[src/rtl/ram_burst_reader_if.sv]
// ram_burst_reader_if
//   Groups the bus-side signals of the RAM burst reader into one interface:
//     command channel : cmd_valid, cmd_ready, cmd_addr, cmd_len
//     RAM read port   : ram_addr_rd (address out), ram_dout (async data in)
//     output stream   : out_valid, out_ready, out_data, out_last
//     status          : busy, done
//   With RAM_BURST_READER_BOUNDS_EN defined, cmd_err is added to the status group.
//   Modports:
//     master : the burst engine side (drives cmd_ready, RAM address, stream, status)
//     slave  : the environment side (command source, RAM, stream consumer)
interface ram_burst_reader_if #(
  parameter int addr_width = 2,
  parameter int data_width = 2
);
  logic                  cmd_valid;
  logic                  cmd_ready;
  logic [addr_width-1:0] cmd_addr;
  logic [addr_width:0]   cmd_len;
  logic [addr_width-1:0] ram_addr_rd;
  logic [data_width-1:0] ram_dout;
  logic                  out_valid;
  logic                  out_ready;
  logic [data_width-1:0] out_data;
  logic                  out_last;
  logic                  busy;
  logic                  done;
`ifdef RAM_BURST_READER_BOUNDS_EN
  logic                  cmd_err;

  modport master (
    input  cmd_valid, cmd_addr, cmd_len, ram_dout, out_ready,
    output cmd_ready, ram_addr_rd, out_valid, out_data, out_last, busy, done, cmd_err
  );

  modport slave (
    output cmd_valid, cmd_addr, cmd_len, ram_dout, out_ready,
    input  cmd_ready, ram_addr_rd, out_valid, out_data, out_last, busy, done, cmd_err
  );
`else
  modport master (
    input  cmd_valid, cmd_addr, cmd_len, ram_dout, out_ready,
    output cmd_ready, ram_addr_rd, out_valid, out_data, out_last, busy, done
  );

  modport slave (
    output cmd_valid, cmd_addr, cmd_len, ram_dout, out_ready,
    input  cmd_ready, ram_addr_rd, out_valid, out_data, out_last, busy, done
  );
`endif
endinterface

[src/rtl/ram_burst_reader.sv]
// ram_burst_reader
//   Read-side engine for a dual-port RAM with an asynchronous read port.
//   Accepts a burst command (start address, word count), walks the RAM read
//   address and presents each word on a valid/ready stream with a last flag.
//   Sustains one word per cycle while out_ready stays high.
//
//   Ports:
//     clk  - single clock, rising edge
//     rst  - synchronous, active-high reset
//     bus  - ram_burst_reader_if.master (command, RAM read port, stream, status)
//
//   Optional feature macro: RAM_BURST_READER_BOUNDS_EN
//     When defined, commands whose span runs past the top of the RAM are
//     rejected in IDLE with a one-cycle cmd_err pulse; otherwise addresses wrap.
module ram_burst_reader #(
  parameter int addr_width = 2,
  parameter int data_width = 2
) (
  input  logic                clk,
  input  logic                rst,
  ram_burst_reader_if.master  bus
);

  typedef enum logic [1:0] {
    IDLE = 2'd0,
    READ = 2'd1,
    DONE = 2'd2
  } state_t;

  localparam logic [addr_width:0]   len_zero = {(addr_width+1){1'b0}};
  localparam logic [addr_width:0]   len_one  = (addr_width+1)'(1'b1);
  localparam logic [addr_width-1:0] addr_one = addr_width'(1'b1);

  state_t                state_r,   state_next;
  logic [addr_width-1:0] addr_r,    addr_next;
  logic [addr_width:0]   rem_r,     rem_next;
  logic [data_width-1:0] data_r,    data_next;
  logic                  valid_r,   valid_next;
  logic                  last_r,    last_next;
  logic                  done_r;
  logic                  busy_r;
  logic                  ready_r;
  logic [addr_width-1:0] ram_addr_s;
  logic                  reject_s;

`ifdef RAM_BURST_READER_BOUNDS_EN
  localparam logic [addr_width+1:0] depth = {2'b01, {addr_width{1'b0}}};

  logic [addr_width+1:0] span_s;
  logic                  err_r;

  // Width-extended end-of-burst address; anything past the top of RAM is illegal.
  always_comb begin
    span_s   = {2'b00, bus.cmd_addr} + {1'b0, bus.cmd_len};
    reject_s = (span_s > depth);
  end
`else
  // Without the bounds check every command is accepted and addresses wrap.
  always_comb begin
    reject_s = 1'b0;
  end
`endif

  // Next-state, datapath and RAM address selection for the burst FSM.
  always_comb begin
    state_next = state_r;
    addr_next  = addr_r;
    rem_next   = rem_r;
    data_next  = data_r;
    valid_next = valid_r;
    last_next  = last_r;
    ram_addr_s = addr_r;

    case (state_r)
      IDLE: begin
        // The RAM is addressed straight from the command so the first word
        // can be captured on the accepting edge.
        ram_addr_s = bus.cmd_addr;
        if (bus.cmd_valid && reject_s) begin
          // Command is consumed (cmd_ready is high) but produces nothing.
          state_next = IDLE;
        end else if (bus.cmd_valid && (bus.cmd_len == len_zero)) begin
          state_next = DONE;
        end else if (bus.cmd_valid) begin
          data_next  = bus.ram_dout;
          valid_next = 1'b1;
          last_next  = (bus.cmd_len == len_one);
          addr_next  = bus.cmd_addr + addr_one;
          rem_next   = bus.cmd_len - len_one;
          state_next = READ;
        end else begin
          state_next = IDLE;
        end
      end

      READ: begin
        ram_addr_s = addr_r;
        if (valid_r && bus.out_ready && last_r) begin
          valid_next = 1'b0;
          last_next  = 1'b0;
          state_next = DONE;
        end else if ((!valid_r || bus.out_ready) && (rem_r != len_zero)) begin
          data_next  = bus.ram_dout;
          valid_next = 1'b1;
          last_next  = (rem_r == len_one);
          addr_next  = addr_r + addr_one;
          rem_next   = rem_r - len_one;
        end else if (!valid_r && (rem_r == len_zero)) begin
          // Nothing left to emit; only reachable if state was disturbed.
          state_next = DONE;
        end else begin
          // Stalled: hold data, last and address.
          state_next = READ;
        end
      end

      DONE: begin
        state_next = IDLE;
      end

      default: begin
        state_next = IDLE;
        valid_next = 1'b0;
        last_next  = 1'b0;
      end
    endcase
  end

  // State and datapath registers; status flags are registered from the next state.
  always_ff @(posedge clk) begin
    if (rst) begin
      state_r <= IDLE;
      addr_r  <= {addr_width{1'b0}};
      rem_r   <= len_zero;
      data_r  <= {data_width{1'b0}};
      valid_r <= 1'b0;
      last_r  <= 1'b0;
      done_r  <= 1'b0;
      busy_r  <= 1'b0;
      ready_r <= 1'b1;
    end else begin
      state_r <= state_next;
      addr_r  <= addr_next;
      rem_r   <= rem_next;
      data_r  <= data_next;
      valid_r <= valid_next;
      last_r  <= last_next;
      done_r  <= (state_next == DONE);
      busy_r  <= (state_next != IDLE);
      ready_r <= (state_next == IDLE);
    end
  end

`ifdef RAM_BURST_READER_BOUNDS_EN
  // One-cycle error pulse for a command rejected in IDLE.
  always_ff @(posedge clk) begin
    if (rst) begin
      err_r <= 1'b0;
    end else begin
      err_r <= (state_r == IDLE) && bus.cmd_valid && reject_s;
    end
  end

  assign bus.cmd_err = err_r;
`endif

  assign bus.cmd_ready   = ready_r;
  assign bus.ram_addr_rd = ram_addr_s;
  assign bus.out_valid   = valid_r;
  assign bus.out_data    = data_r;
  assign bus.out_last    = last_r;
  assign bus.busy        = busy_r;
  assign bus.done        = done_r;

endmodule

[src/flat_wrapper.sv]
// flat-port wrapper written by rule: the top's interface ports become plain ports
module ram_burst_reader_flat 
#(
  parameter int addr_width = 2,
  parameter int data_width = 2
)
  (clk, rst, bus_cmd_valid, bus_cmd_addr, bus_cmd_len, bus_ram_dout, bus_out_ready, bus_cmd_ready, bus_ram_addr_rd, bus_out_valid, bus_out_data, bus_out_last, bus_busy, bus_done);
  ram_burst_reader_if #(.addr_width(addr_width), .data_width(data_width)) bus_i ();
  input  logic clk;
  input  logic rst;
  input wire logic [$bits(bus_i.cmd_valid)-1:0] bus_cmd_valid;
  input wire logic [$bits(bus_i.cmd_addr)-1:0] bus_cmd_addr;
  input wire logic [$bits(bus_i.cmd_len)-1:0] bus_cmd_len;
  input wire logic [$bits(bus_i.ram_dout)-1:0] bus_ram_dout;
  input wire logic [$bits(bus_i.out_ready)-1:0] bus_out_ready;
  output wire logic [$bits(bus_i.cmd_ready)-1:0] bus_cmd_ready;
  output wire logic [$bits(bus_i.ram_addr_rd)-1:0] bus_ram_addr_rd;
  output wire logic [$bits(bus_i.out_valid)-1:0] bus_out_valid;
  output wire logic [$bits(bus_i.out_data)-1:0] bus_out_data;
  output wire logic [$bits(bus_i.out_last)-1:0] bus_out_last;
  output wire logic [$bits(bus_i.busy)-1:0] bus_busy;
  output wire logic [$bits(bus_i.done)-1:0] bus_done;
  assign bus_i.cmd_valid = bus_cmd_valid;
  assign bus_i.cmd_addr = bus_cmd_addr;
  assign bus_i.cmd_len = bus_cmd_len;
  assign bus_i.ram_dout = bus_ram_dout;
  assign bus_i.out_ready = bus_out_ready;
  assign bus_cmd_ready = bus_i.cmd_ready;
  assign bus_ram_addr_rd = bus_i.ram_addr_rd;
  assign bus_out_valid = bus_i.out_valid;
  assign bus_out_data = bus_i.out_data;
  assign bus_out_last = bus_i.out_last;
  assign bus_busy = bus_i.busy;
  assign bus_done = bus_i.done;
  ram_burst_reader #(.addr_width(addr_width), .data_width(data_width)) u_core (.clk(clk), .rst(rst), .bus(bus_i));
endmodule
[config.mk]
export PLATFORM = sky130hd
export DESIGN_NAME = ram_burst_reader_flat
export DESIGN_NICKNAME = d
export VERILOG_FILES = /design/src/rtl/ram_burst_reader_if.sv /design/src/rtl/ram_burst_reader.sv /design/src/flat_wrapper.sv
export SDC_FILE = /design/constraint.sdc
export NUM_CORES = 1
export LEC_CHECK = 0
export CAP_MARGIN = 0
export CORE_MARGIN = 1.5
export CORE_UTILIZATION = 35
export CTS_CLUSTER_SIZE = 40
export DETAILED_ROUTE_END_ITERATION = 10
export REMOVE_ABC_BUFFERS = 1
export SLEW_MARGIN = 20
export SYNTH_ARGS = -nofsm -noshare
export SYNTH_HDL_FRONTEND = slang
export SYNTH_SLANG_ARGS = --single-unit
export TNS_END_PERCENT = 100
[constraint.sdc]
create_clock -name clk -period 2 [get_ports clk]
set_clock_uncertainty 0.05 [all_clocks]
set_input_delay 0.2 -clock clk [delete_from_list [all_inputs] [get_ports clk]]
set_output_delay 0.2 -clock clk [all_outputs]
set_load 0.005 [all_outputs]
==> results of run 1 <==
how the worst max path moves through the flow:
stage                       from                   to  slack [ns]  cells past startpoint
2_1_floorplan  u_core.state_r[1]  u_core.bus.out_last        0.42                      4
3_3_place_gp      bus_cmd_len[0]  u_core.bus.out_last        0.11                      7
3_5_place_dp      bus_cmd_len[0]  u_core.bus.out_last        0.08                      7
4_1_cts        u_core.state_r[0]   bus_ram_addr_rd[0]       0.003                      3
5_1_grt        u_core.state_r[0]   bus_ram_addr_rd[1]        0.03                      3
6_report       u_core.state_r[0]   bus_ram_addr_rd[0]         0.1                      3
state kept, by name, summed over array words and instances, names as in the netlist:
name,flops
u_core.bus.busy,1
u_core.bus.out_last,1
u_core.state_r,2
u_core.rem_r,3
u_core.bus.out_valid,1
u_core.bus.cmd_ready,1
u_core.bus.out_data,2
u_core.bus.done,1
u_core.addr_r,2
layout make-up:
class / instances / area (um2) / area share (%)
inverter: 7 / 26.3 / 2.36
tap: 28 / 35.0 / 3.15
sequential: 14 / 282 / 25.3
multi-input combinational: 73 / 484 / 43.5
timing repair buffer: 27 / 250 / 22.5
clock buffer: 4 / 36.3 / 3.26
per-layer routing:
metal,up-vias,global-route usage (%),routed length [um]
met4,0,4.50,32
met5,-,0,0
met1,398,19.0,879
met2,19,26.6,882
met3,4,6.14,100
li1,408,-,-
repair_timing:
action                     CTS  global route
resized for setup            0             1
setup endpoints to repair    0             2
hold endpoints to repair     0             0
power by group through the flow:
stage	clock [mW]	sequential, mW	combinational, mW
final	0.202	0.342	0.256
after global routing	0.220	0.347	0.284
after CTS	0.207	0.341	0.257
after floorplan	0	0.343	0.133
after detailed placement	0	0.347	0.255
after global placement	0	0.347	0.252
tightest hold or removal path: stages:
cell and delay (ns):
clkdlybuf4s50_1 0.40, nand3_1 0.06, a21oi_1 0.05
logic make-up after synthesis:
logic type	Yosys count	synth area share, %
multiplexers	3	4.02
buffers and inverters	11	5.56
AND/OR/NAND/NOR	31	20.2
AO/OA/AOI/OAI	31	24.1
XOR/XNOR	2	2.16
adder cells (fa/ha/maj)	6	9.27
flip-flops	14	34.6
cells in the mapped netlist:
master     count
xnor2_1        2
o31ai_1        2
a32oi_1        2
o211ai_1       1
mux2i_1        1
inv_1          7
nand2b_1       4
a21boi_1       1
a21oi_1        7
buf_4          1
mux2_2         2
a32o_1         1
clkbuf_1       3
nor3b_1        1
nor3_1         6
dfxtp_1       14
nand2_1        6
or4_1          1
nor2_1         2
and3_1         1
o2111ai_1      2
ha_1           6
o21ai_0        9
a31oi_1        4
a21boi_0       1
nor2b_1        6
a211oi_1       1
nand3_1        4
metrics by stage:
step | worst slack [ns] | hold WS [ns]
6_report | 0.0960 | 0.424
5_1_grt | 0.0273 | 0.440
4_1_cts | 0.00260 | 0.416
3_5_place_dp | 0.0756 | 0.419
3_3_place_gp | 0.112 | 0.412
2_1_floorplan | 0.424 | 0.219
==> results.json, run 1 <==
{
  "synth_top_area_cell": "dfxtp_1",
  "initial_utilization_pct": 37.0,
  "wl_um": 1900,
  "finalPower_uw": 800,
  "avgSynthCellArea_um2": 8.26,
  "globalplace.congestion": 0.877,
  "setup_viol": 0,
  "final_util_pct": 50.8,
  "cts.hold.buffers_added": 0,
  "r2r_start": "u_core.rem_r[0]",
  "final_net_count": 143,
  "placed_area_um2": 1080,
  "synth.distinct_cells": 28,
  "finalCritPeriodShare_pct": 95.2,
  "worstHoldPathCells": 3,
  "dieArea_um2": 2610,
  "synth_area_um2": 810,
  "grt_pass1_vias": 739,
  "critPathTopFamily": "buffers and inverters",
  "grt_use_total_pct": 16.0,
  "crit_path_end_kind": "primary output",
  "crit_fanout": 14,
  "clkLatencyLatePin_ns": 0.28,
  "critPathArrivalTime_ns": 1.65,
  "antenna_found_initial": 0,
  "fin_cells": 153,
  "ir_drop_v": 0.000428,
  "num_io_pins": 20,
  "placementRows": 17,
  "syn_inst": 98,
  "p_clk_share_pct": 25.3,
  "drv_cap": 0,
  "synth.area.top_cells": "dfxtp_1 (35%), ha_1 (9.3%), o21ai_0 (5.6%)",
  "fillCellCount": 229,
  "route.vias.total": 829,
  "tightest_slew_ns": 0.302,
  "critPathLaunchType": "register",
  "die_h_um": 51.1,
  "grt_max_degree": 15,
  "hold_viol": 0,
  "drcViolationCount": 0,
  "insertedDiodeCount": 0,
  "required_ns": 1.75,
  "reg2reg_depth": 6,
  "coreArea_um2": 2190,
  "cp_cell_sequence": "nor2_1 -> mux2_2 -> clkdlybuf4s50_1",
  "fin_area_um2": 1110,
  "critical-path-slowest-cell": "clkdlybuf4s50_1",
  "slew_violations": 0,
  "ant_nets": 0,
  "synth.yosys.seq_area_share_pct": 34.6,
  "hp-class": "in2reg",
  "drtIter0Drc": 16,
  "intPower_uw": 560,
  "path_buf_inv": 1,
  "via_per_inst": 5.42,
  "cts_buffer_depth": 2,
  "wire_per_inst_um": 12.4,
  "rsz0062_at_grt": "false",
  "p_sw_uw": 239,
  "fmax_ghz": 0.525,
  "cts_num_sinks": 14,
  "cts_tree": "done",
  "combPwrFrac_pct": 32.0,
  "powerDensity_nw_per_um2": 718,
  "relSlewSlack_pct": 79.8,
  "ys_ff_latch": 14,
  "reg2reg_slack_ns": 0.30,
  "dpl.hpwl_um": 1460,
  "fin_tns_setup_ns": 0,
  "post_cts_buffers": 0,
  "grt_overflow": 0,
  "synth_top_area_share_pct": 34.6,
  "hold_start": "bus_ram_dout[1]",
  "fin_crit_ns": 1.90,
  "min_to": "u_core.bus.out_data[1]",
  "clk_pin_slew_ns": 0.09,
  "numCtsBuffers": 3,
  "drt_pass1_iterations": 4,
  "yosysWarnings": 0,
  "seqPwrFrac_pct": 42.7,
  "grt_pass1_wl_um": 3150,
  "place_inst": 149,
  "layout_commonest_cell": "clkdlybuf4s50_1",
  "dieWidth_um": 51.1,
  "final_cell_mix": "clkdlybuf4s50_1 (19), dfxtp_1 (13), o21ai_0 (9), buf_4 (8)",
  "io_buffers": 19,
  "status": "completed",
  "power_switching_share_pct": 30.0,
  "r2r-end": "u_core.bus.out_last",
  "p_leak_nw": 0.447,
  "path_class": "reg2out",
  "drive_above_1_share_pct": 12.0,
  "max_stage_delay_ns": 0.44,
  "clock-root-buffer": "clkbuf_4",
  "syn2layout_area_growth_pct": 37.6,
  "htree_num_levels": 1
}
No activity file was read; power rests on OpenSTA's default activity.
==> run 2: changes to the inputs <==
- CAP_MARGIN: 0 -> 20
==> results of run 2 <==
No change in the layout: final DEF, timing and power equal those of run 1.
==> run 3: changes to the inputs <==
- CORE_UTILIZATION: 35 -> 47
- PLACE_DENSITY: default -> 0.77
==> run 3 against run 2 <==
- the run now ends with DRC left
- worst hold slack improved by 0.0058 ns
- register-to-register slack improved by 0.03 ns
- non-clock buffer count unchanged
- utilization increased by 20 points
- largest cell class unchanged
- final cell count decreased by 7.8%
- combinational power about the same
- clock power decreased by 2%
- count of clock-buffer cells in the layout unchanged
- sequential power about the same
==> results.json, run 3 (same netlist as run 1, synthesis figures left out) <==
{
  "final_net_count": 143,
  "powerDensity_nw_per_um2": 724,
  "clock-root-buffer": "clkbuf_4",
  "largest-register": "u_core.rem_r",
  "coreArea_um2": 1560,
  "violations": "DRC",
  "numCtsBuffers": 3,
  "fin_crit_ns": 1.91,
  "clk_pin_slew_ns": 0.08,
  "fillCellCount": 132,
  "critPathLaunchType": "register",
  "combPwrFrac_pct": 32.0,
  "route.vias.total": 812,
  "grt_overflow": 0,
  "dieArea_um2": 1980,
  "intPower_uw": 559,
  "p_sw_uw": 236,
  "dieWidth_um": 44.5,
  "ir_drop_v": 0.000578,
  "p_clk_share_pct": 24.9,
  "layout_commonest_cell": "clkdlybuf4s50_1",
  "grt_max_degree": 15,
  "placementRows": 14,
  "finalPower_uw": 795,
  "tightest_slew_ns": 0.314,
  "relSlewSlack_pct": 78.9,
  "fmax_ghz": 0.525,
  "drive_above_1_share_pct": 12.0,
  "drtIter0Drc": 21,
  "die_h_um": 44.5,
  "wire_per_inst_um": 13.2,
  "crit_fanout": 14,
  "dpl.hpwl_um": 1440,
  "drv_cap": 0,
  "cts_tree": "done",
  "placed_area_um2": 1060,
  "wl_um": 1870,
  "hold_ws_ns": 0.430,
  "largest_reg_flops": 3,
  "insertedDiodeCount": 0,
  "antenna_found_initial": 0,
  "setup_viol": 0,
  "cts_buffer_depth": 2,
  "rsz0062_at_grt": "false",
  "fin_tns_setup_ns": 0,
  "cts_num_sinks": 14,
  "path_class": "reg2out",
  "p_leak_nw": 0.447,
  "grt_pass1_wl_um": 3210,
  "io_buffers": 19,
  "critPathArrivalTime_ns": 1.66,
  "power_switching_share_pct": 29.7,
  "seqPwrFrac_pct": 43.1,
  "fin_area_um2": 1100,
  "hp-class": "reg2reg",
  "via_per_inst": 5.76,
  "grt_use_total_pct": 21.9,
  "final_cell_mix": "clkdlybuf4s50_1 (19), dfxtp_1 (13), o21ai_0 (9), buf_4 (8)",
  "ant_nets": 0,
  "crit_path_end_kind": "primary output",
  "required_ns": 1.75,
  "htree_num_levels": 1,
  "initial_utilization_pct": 51.9,
  "status": "finished with violations",
  "hold_viol": 0,
  "drt_pass1_iterations": 7,
  "globalplace.congestion": 0.852,
  "slew_violations": 0,
  "drcViolationCount": 3,
  "clkLatencyLatePin_ns": 0.28,
  "syn2layout_area_growth_pct": 35.7,
  "num_io_pins": 20,
  "post_cts_buffers": 0,
  "finalCritPeriodShare_pct": 95.3,
  "cts.hold.buffers_added": 0,
  "grt_pass1_vias": 786
}
## run 3: cell counts in the layout (fill, tap and decap cells not counted)
Identical to the previous run, type by type.
## run 3: critical path, stage by stage (launching register included)
cell             delay [ns]
dfxtp_2                0.40
nor2_1                 0.19
mux2_2                 0.35
clkdlybuf4s50_1        0.44
## run 3: final timing paths
path / start / to / slack [ns] / cells past startpoint
worst max-delay path: u_core.state_r[0] / bus_ram_addr_rd[1] / 0.09 / 3
worst min-delay path: u_core.bus.out_data[0] / u_core.bus.out_data[0] / 0.43 / 2
worst max register to register: u_core.rem_r[0] / u_core.bus.out_last / 0.33 / 6
worst min register to register: u_core.bus.out_data[0] / u_core.bus.out_data[0] / 0.43 / 2
## run 3: area by class of cell
type / instances / area [um2] / share of cell area, %
well taps: 16 / 20.0 / 1.82
clock buffers: 4 / 36.3 / 3.30
flip-flops and latches: 14 / 282 / 25.6
inverters: 7 / 26.3 / 2.39
repair buffers: 27 / 250 / 22.8
multi-input cells: 73 / 484 / 44.1
## run 3: routing by layer
metal  track usage [%]  up-vias  part of all wire, %
met4              7.88        0                  1.8
met1              26.3      374                   43
met3              6.53        4                  5.7
li1                  -      409                    -
met2              36.8       25                   49
met5                 0        -                    0
## run 3: timing repair
action | in CTS | in global routing
hold endpoints to repair | 0 | 0
endpoints found under the setup margin | 1 | 0
resized for setup | 1 | 0
## run 3: power groups by stage
stage | logic (mW) | clock network [mW] | registers, mW
2_1_floorplan | 0.133 | 0 | 0.343
3_3_place_gp | 0.249 | 0 | 0.347
3_5_place_dp | 0.253 | 0 | 0.348
4_1_cts | 0.254 | 0.207 | 0.342
5_1_grt | 0.284 | 0.217 | 0.347
6_report | 0.254 | 0.198 | 0.343
## run 3: through the flow
step	cells	util, %	setup slack, ns
2_1_floorplan	94	-	0.424
3_3_place_gp	137	68.1	0.115
3_5_place_dp	137	68.1	0.0268
4_1_cts	141	70.5	0.0873
5_1_grt	141	70.5	0.0459
6_report	141	70.5	0.0949
